<file path="src/rtl/key_autorepeat_if.sv">
// Bundles the tick/key inputs and the event outputs of key_autorepeat.
//   time_flag     : one-cycle sample tick from the system timebase
//   key_in        : raw, asynchronous, active-low button
//   key_pulse     : press accepted or auto-repeat
//   long_pulse    : hold reached the long-press threshold
//   release_pulse : release accepted
//   key_level     : debounced pressed level (1 = pressed)
// master drives the tick and key; slave is the debouncer itself.
interface key_autorepeat_if;
    logic time_flag;
    logic key_in;
    logic key_pulse;
    logic long_pulse;
    logic release_pulse;
    logic key_level;

    modport master (
        output time_flag,
        output key_in,
        input  key_pulse,
        input  long_pulse,
        input  release_pulse,
        input  key_level
    );

    modport slave (
        input  time_flag,
        input  key_in,
        output key_pulse,
        output long_pulse,
        output release_pulse,
        output key_level
    );
endinterface

</file>
<file path="src/rtl/key_autorepeat.sv">
// Debounced push-button with long-press detection and optional auto-repeat.
// The raw key is synchronised, then sampled only on time_flag ticks; a press or
// release is accepted after DEBOUNCE_TICKS consecutive stable samples.
//
// Ports:
//   clock : single clock, rising edge
//   reset : asynchronous, active-high
//   bus   : key_autorepeat_if.slave (time_flag, key_in in; pulses and level out)
//
// Build option: define KEY_AUTOREPEAT_EN to enable auto-repeat after a long
// press. Without it, a long press emits only long_pulse and the key then stays
// silent until released.
module key_autorepeat #(
    parameter int unsigned DEBOUNCE_TICKS = 3,
    parameter int unsigned LONG_TICKS     = 100,
    parameter int unsigned REPEAT_TICKS   = 20,
    parameter int unsigned CNT_W          = 8
) (
    input logic            clock,
    input logic            reset,
    key_autorepeat_if.slave bus
);

    localparam int unsigned MaxTicks = (32'd1 << CNT_W) - 32'd1;

    // Every threshold must fit the counter so it can never wrap.
    if (DEBOUNCE_TICKS < 1 || DEBOUNCE_TICKS > MaxTicks ||
        LONG_TICKS < 1 || LONG_TICKS > MaxTicks ||
        REPEAT_TICKS < 1 || REPEAT_TICKS > MaxTicks) begin : g_bad_params
        $error("key_autorepeat: tick parameters must be in 1..2^CNT_W-1");
    end

    localparam logic [CNT_W-1:0] DbTicks   = CNT_W'(DEBOUNCE_TICKS);
    localparam logic [CNT_W-1:0] LongTicks = CNT_W'(LONG_TICKS);
    localparam logic [CNT_W-1:0] CntOne    = CNT_W'(1);
`ifdef KEY_AUTOREPEAT_EN
    localparam logic [CNT_W-1:0] RepTicks  = CNT_W'(REPEAT_TICKS);
`endif

    typedef enum logic [2:0] {
        StIdle      = 3'd0,
        StDbPress   = 3'd1,
        StHeld      = 3'd2,
        StDbRelease = 3'd3
`ifdef KEY_AUTOREPEAT_EN
        ,
        StRepeat    = 3'd4
`endif
    } state_e;

    state_e           state_q, state_d;
    logic [CNT_W-1:0] cnt_q, cnt_d;
    logic [CNT_W-1:0] cnt_inc;
    logic             sync1_q, sync1_d;
    logic             sync2_q, sync2_d;
    logic             key_pulse_q, key_pulse_d;
    logic             long_pulse_q, long_pulse_d;
    logic             release_pulse_q, release_pulse_d;
    logic             key_level_q, key_level_d;
    logic             ks;

    assign ks      = sync2_q;
    assign cnt_inc = cnt_q + CntOne;

    always_ff @(posedge clock or posedge reset) begin
        if (reset) begin
            // Synchroniser resets to the released level so no false press is seen.
            sync1_q         <= 1'b1;
            sync2_q         <= 1'b1;
            state_q         <= StIdle;
            cnt_q           <= '0;
            key_pulse_q     <= 1'b0;
            long_pulse_q    <= 1'b0;
            release_pulse_q <= 1'b0;
            key_level_q     <= 1'b0;
        end else begin
            sync1_q         <= sync1_d;
            sync2_q         <= sync2_d;
            state_q         <= state_d;
            cnt_q           <= cnt_d;
            key_pulse_q     <= key_pulse_d;
            long_pulse_q    <= long_pulse_d;
            release_pulse_q <= release_pulse_d;
            key_level_q     <= key_level_d;
        end
    end

    always_comb begin
        sync1_d         = bus.key_in;
        sync2_d         = sync1_q;
        state_d         = state_q;
        cnt_d           = cnt_q;
        key_level_d     = key_level_q;
        key_pulse_d     = 1'b0;
        long_pulse_d    = 1'b0;
        release_pulse_d = 1'b0;

        if (bus.time_flag) begin
            unique case (state_q)
                StIdle: begin
                    if (!ks) begin
                        // First low sample already counts as one stable tick.
                        if (DbTicks == CntOne) begin
                            state_d     = StHeld;
                            cnt_d       = '0;
                            key_level_d = 1'b1;
                            key_pulse_d = 1'b1;
                        end else begin
                            state_d = StDbPress;
                            cnt_d   = CntOne;
                        end
                    end
                end

                StDbPress: begin
                    if (ks) begin
                        state_d = StIdle;
                        cnt_d   = '0;
                    end else if (cnt_inc == DbTicks) begin
                        state_d     = StHeld;
                        cnt_d       = '0;
                        key_level_d = 1'b1;
                        key_pulse_d = 1'b1;
                    end else begin
                        cnt_d = cnt_inc;
                    end
                end

                StHeld: begin
                    if (ks) begin
                        if (DbTicks == CntOne) begin
                            state_d         = StIdle;
                            cnt_d           = '0;
                            key_level_d     = 1'b0;
                            release_pulse_d = 1'b1;
                        end else begin
                            state_d = StDbRelease;
                            cnt_d   = CntOne;
                        end
                    end else begin
`ifdef KEY_AUTOREPEAT_EN
                        if (cnt_inc == LongTicks) begin
                            state_d      = StRepeat;
                            cnt_d        = '0;
                            long_pulse_d = 1'b1;
                            key_pulse_d  = 1'b1;
                        end else begin
                            cnt_d = cnt_inc;
                        end
`else
                        // Counter parks at LongTicks so the long event fires once per hold.
                        if (cnt_q != LongTicks) begin
                            cnt_d        = cnt_inc;
                            long_pulse_d = (cnt_inc == LongTicks);
                        end
`endif
                    end
                end

`ifdef KEY_AUTOREPEAT_EN
                StRepeat: begin
                    if (ks) begin
                        if (DbTicks == CntOne) begin
                            state_d         = StIdle;
                            cnt_d           = '0;
                            key_level_d     = 1'b0;
                            release_pulse_d = 1'b1;
                        end else begin
                            state_d = StDbRelease;
                            cnt_d   = CntOne;
                        end
                    end else if (cnt_inc == RepTicks) begin
                        cnt_d       = '0;
                        key_pulse_d = 1'b1;
                    end else begin
                        cnt_d = cnt_inc;
                    end
                end
`endif

                StDbRelease: begin
                    if (!ks) begin
                        // Short high blip: resume holding, long-press timing restarts.
                        state_d = StHeld;
                        cnt_d   = '0;
                    end else if (cnt_inc == DbTicks) begin
                        state_d         = StIdle;
                        cnt_d           = '0;
                        key_level_d     = 1'b0;
                        release_pulse_d = 1'b1;
                    end else begin
                        cnt_d = cnt_inc;
                    end
                end

                default: begin
                    state_d = StIdle;
                    cnt_d   = '0;
                end
            endcase
        end
    end

    assign bus.key_pulse     = key_pulse_q;
    assign bus.long_pulse    = long_pulse_q;
    assign bus.release_pulse = release_pulse_q;
    assign bus.key_level     = key_level_q;

endmodule

</file>
<file path="src/flat_wrapper.sv">
// flat-port wrapper written by rule: the top's interface ports become plain ports
module key_autorepeat_flat 
#(
    parameter int unsigned DEBOUNCE_TICKS = 3,
    parameter int unsigned LONG_TICKS     = 100,
    parameter int unsigned REPEAT_TICKS   = 20,
    parameter int unsigned CNT_W          = 8
)
  (clock, reset, bus_time_flag, bus_key_in, bus_key_pulse, bus_long_pulse, bus_release_pulse, bus_key_level);
  key_autorepeat_if bus_i ();
  input logic clock;
  input logic reset;
  input wire logic [$bits(bus_i.time_flag)-1:0] bus_time_flag;
  input wire logic [$bits(bus_i.key_in)-1:0] bus_key_in;
  output wire logic [$bits(bus_i.key_pulse)-1:0] bus_key_pulse;
  output wire logic [$bits(bus_i.long_pulse)-1:0] bus_long_pulse;
  output wire logic [$bits(bus_i.release_pulse)-1:0] bus_release_pulse;
  output wire logic [$bits(bus_i.key_level)-1:0] bus_key_level;
  assign bus_i.time_flag = bus_time_flag;
  assign bus_i.key_in = bus_key_in;
  assign bus_key_pulse = bus_i.key_pulse;
  assign bus_long_pulse = bus_i.long_pulse;
  assign bus_release_pulse = bus_i.release_pulse;
  assign bus_key_level = bus_i.key_level;
  key_autorepeat #(.DEBOUNCE_TICKS(DEBOUNCE_TICKS), .LONG_TICKS(LONG_TICKS), .REPEAT_TICKS(REPEAT_TICKS), .CNT_W(CNT_W)) u_core (.clock(clock), .reset(reset), .bus(bus_i));
endmodule
</file>
<file path="config.mk">
export PLATFORM = sky130hd
export DESIGN_NAME = key_autorepeat_flat
export DESIGN_NICKNAME = d
export VERILOG_FILES = /design/src/rtl/key_autorepeat_if.sv /design/src/rtl/key_autorepeat.sv /design/src/flat_wrapper.sv
export SDC_FILE = /design/constraint.sdc
export NUM_CORES = 1
export LEC_CHECK = 0
export ABC_AREA = 1
export CORE_MARGIN = 2
export CORE_UTILIZATION = 40
export CTS_BUF_LIST = sky130_fd_sc_hd__clkbuf_4 sky130_fd_sc_hd__clkbuf_8
export DETAILED_ROUTE_END_ITERATION = 10
export PLACE_DENSITY_LB_ADDON = 0.2
export SYNTH_ARGS = -nofsm -noshare
export SYNTH_HDL_FRONTEND = slang
export SYNTH_SLANG_ARGS = --single-unit
</file>
<file path="constraint.sdc">
create_clock -name clock -period 4.3 [get_ports clock]
set_input_delay 0.645 -clock clock [delete_from_list [all_inputs] [get_ports clock]]
set_output_delay 0.645 -clock clock [all_outputs]
set_load 0.02 [all_outputs]
</file>
* Yosys cells after proc, flatten, opt, wreduce, memory -nomap -nowiden
Index checks and enable logic that the tools add are counted.
Storage, ports and cells: flip-flop bits (word level) 17, input port bits 4, output and inout bits 4, logic and storage cells 59
Cells by class: add/subtract/negate cells 1, eq/ne operators 15, multiplexer cells 30, reduce and logical (&&, ||, !) cells 5
Operator list (number):
- 8-bit two-way mux | 6
- 8-bit one-hot mux with 4 select lines | 1
- 3-bit two-way mux | 6
- 1-bit two-way mux | 15
- 3-bit one-hot mux with 4 select lines | 1
- 8-bit by 1-bit adder with 8-bit output (second input constant) | 1
- 8-bit by 2-bit equality test with 1-bit output (second input constant) | 1
- 8-bit by 7-bit equality test with 1-bit output (second input constant) | 1
- 2-bit by 1-bit inequality test with 1-bit output (second input constant) | 4
- 8-bit by 7-bit inequality test with 1-bit output (second input constant) | 1
- 3-bit by 2-bit equality test with 1-bit output (second input constant) | 2
- 3-bit by 1-bit inequality test with 1-bit output (second input constant) | 2
- 6-bit AND reduction | 1
- 5-bit AND reduction | 1
- 2-bit inequality test (second input constant) | 2
- 3-bit by 1-bit equality test with 1-bit output (second input constant) | 1
- 3-bit zero test | 1
- 3-bit inequality test (second input constant) | 1
- 3-bit AND reduction | 1
- 1-bit one-hot mux with 2 select lines | 1
- 2-bit nonzero test | 1

* Longest topological paths before layout
word-level depth 6, gate-level depth with buffers 13, depth with buffers taken out 12

* Worst setup path before layout
OpenSTA, ideal clock, no wires.
path kind register to register, start register u_core.cnt_q[1], end register (tool-made name), setup time 117 ps, arrival 1449 ps, data required time 4183 ps, setup slack 2734 ps, stages on the path, launching flop included 13, buffers on the path 0, clock period less this slack 1566 ps, cells stage by stage dfrtp_1 > ha_1 > nand3_2 > nand2_1 > nand2_1 > nor2_2 > nand3_2 > inv_2 > nand2_4 > nand2_4 > nand3_1 > nand2_1 > nand2_1
RTL lines:
- from (decl) | line key_autorepeat.sv:52 | logic [CNT_W-1:0] cnt_q, cnt_d;
- from (signal assigned) | line key_autorepeat.sv:80 | cnt_q <= cnt_d;

* Final worst setup path
start register u_core.key_level_q (netlist: u_core.bus.key_level), end output port bus_key_level
RTL lines:
- from (decl) | line key_autorepeat.sv:59 | logic key_level_q, key_level_d;
- from (signal assigned) | line key_autorepeat.sv:84 | key_level_q <= key_level_d;
- to (decl) | line flat_wrapper.sv:18 | output wire logic [$bits(bus_i.key_level)-1:0] bus_key_level;
No word-level cell between the ends.

==> qor.csv <==
metric;value;unit
maxcap violations;0;
Total GRT Usage;0.155;
clk slew on worst S/H paths;0.10;ns
Avg Inst Size Synth;7.66;um2
Slew HR;0.568;
cell taking the most area after synthesis;dfrtp_1;
row cnt;18;
Reg area;403;um2
TritonCTS buffer count;3;
flop2flop setup slack;2.44;ns
global-route wire length before repair;3830;um
Worst-Margin Slew;0.647;ns
area delta synth->final;11.8;%
DP HPWL;1690;um
gp weighted congestion;0.911;
leading cell types in the layout, fill and taps excluded;29 x nand2_1, 18 x inv_1, 14 x nand3_1, 14 x dfrtp_1, 8 x nor2_1;
core area;2500;um2
post_cts resized;0;
post-route ant nets;0;
Cell Pwr Density;444;nW/um2
final instance area;1180;um2
post-route setup slack;2.42;ns
fill count;256;
Seq cells post-synth;16;
final core occ;0.473;
hold-critical path depth;0;
Worst setup EP type;primary output;
min-delay worst type;register to register;
vias in the first global route;872;
total power;0.525;mW
I/O pin total;8;
f_max;532;MHz
CTS tree;built;
Skew-Pair Late Insertion Delay;0.29;ns
Final Hold Vio Count;0;
share of cells above drive strength 1;0.211;
Post-synth EDFFs;0;
die width;55.4;um
Main synth FF type;dfrtp_1;
Critical Path Slowest Stage Cell;clkdlybuf4s50_1;
YS warnings;0;
VDD IR max;238;uV
FF-to-FF End;u_core.cnt_q[7]$_DFFE_PP0P_;
Req. time, crit path;3.65;ns
Fin Clk Skew;0.00988;ns
drt first pass iters;4;
Critical Path Max Stage Delay;0.60;ns
antenna violations before repair;0;
R2R depth;8;
worst hold slack;0.365;ns
syn nets;146;
area of the multi-input gates;552;um2
# setup viols final;0;
CP Buf/Inv Count;1;
CTS Buffer Depth;2;
max-slew violation count;0;
Residual DRC;0;
synth unique cells;28;
ys async rst share;1.00;
final non-filler cell total;177;
Worst Hold Endpoint;u_core.ks$_DFF_PP1_;
outcome;complete, no violations;
worst r2r src;u_core.cnt_q[0]$_DFFE_PP0P_;
IO Port Bufs;7;
pre-CTS setup slack;2.33;ns
period utilisation layout;0.437;
Wirelength per Cell;12.5;um
critical path startpoint category;register;
Die H;55.4;um
Crit path max-delay family;buffers and inverters;
RSZ-0062 raised after global routing;false;
# nets final;156;
Synth Cell Area;1060;um2
CTS sink cnt;16;
total die area;3070;um2
critical path cell sequence;clkdlybuf4s50_1;
CTS root buf;clkbuf_4;
setup TNS;0;ns
WP data arrival;1.24;ns
grt total ovfl;0;
Cells after Synth;138;
hold_sp;u_core.sync1_q$_DFF_PP1_;
critical-path maximum fanout;2;
Post-CTS Setup Inserts;0;
Iter 0 DRT Violations;31;
largest net degree at the start of global routing;17;
Initial Util;0.423;
placed cell areas;1150;um2
via count;944;
ANT cells;0;
most common cell after layout, fill and taps aside;nand2_1;
Inst Count DP;173;
synth top area cells;dfrtp_1 33%, nand2_1 10%, nand3_1 6.6%, inv_1 6.4%, dfstp_2 5.0%;
Routed Wire Length;2210;um
share of the synthesized area in the top cell type;0.331;
Hold Buf Count CTS;0;
register area share after synthesis;0.381;
minimum clock period;1.88;ns
via count normalized by instance count;5.33;
Crit Path Class;register to primary output;
H-tree Lvls;1;
LEAKAGE;0.567;nW
==> layout make-up <==
cell class / instances / share of cell area
Multi-Input combinational cell: 96 / 0.467
Sequential cell: 16 / 0.341
Inverter: 24 / 0.0762
Timing Repair Buffer: 7 / 0.0593
Tap cell: 30 / 0.0317
Clock buffer: 4 / 0.0254
==> where the power goes <==
| group | switching, mW | total, mW | internal (mW) |
|---|---|---|---|
| Combinational | 0.127 | 0.201 | 0.0739 |
| Sequential | 0.0572 | 0.234 | 0.177 |
| Clock | 0.0485 | 0.0908 | 0.0423 |
==> cells by family after synthesis <==
logic type	count (synthesis)	share of synthesized area
compound gates	13	0.0734
fa+ha+maj	4	0.0473
buf+inv	26	0.0970
flops	16	0.381
simple gates	79	0.401
==> sequential cells by signal, indices dropped and copies added (netlist names), named ones only <==
signal                    count
u_core.cnt_q                  8
u_core.bus.long_pulse         1
u_core.bus.key_pulse          1
u_core.bus.release_pulse      1
u_core.bus.key_level          1
u_core.state_q                1
u_core.sync1_q                1
u_core.ks                     1
==> per-layer routing <==
metal  vias to the layer above  share of wire  track usage
met1                       446           0.47        0.208
met4                         0          0.010       0.0523
met5                         -              0            0
met3                         4          0.049       0.0234
li1                        464              -            -
met2                        30           0.47        0.253
==> cell usage after synthesis, types with 3 or more instances <==
master and n:
inv_2 6, nand2_2 7, nand4_1 5, nand2_1 29, ha_1 4, o22ai_1 3
nor3_1 3, nor2_1 8, a21oi_1 4, nand3_2 4, inv_1 18, nand3_1 14
dfrtp_1 14
==> worst max path at each step <==
stage                                      from                     endpoint  slack [ns]  cells past startpoint
2_1_floorplan       u_core.cnt_q[1]$_DFFE_PP0P_                     register        2.73                     12
3_3_place_gp                      bus_time_flag  u_core.cnt_q[3]$_DFFE_PP0P_        2.32                      5
3_5_place_dp                      bus_time_flag  u_core.cnt_q[3]$_DFFE_PP0P_        2.33                      5
4_1_cts        u_core.bus.key_level$_DFFE_PP0P_                bus_key_level        2.40                      1
5_1_grt             u_core.cnt_q[0]$_DFFE_PP0P_  u_core.cnt_q[0]$_DFFE_PP0P_        2.27                      9
6_report       u_core.bus.key_level$_DFFE_PP0P_                bus_key_level        2.42                      1
Power figures use the tool's default switching activity.
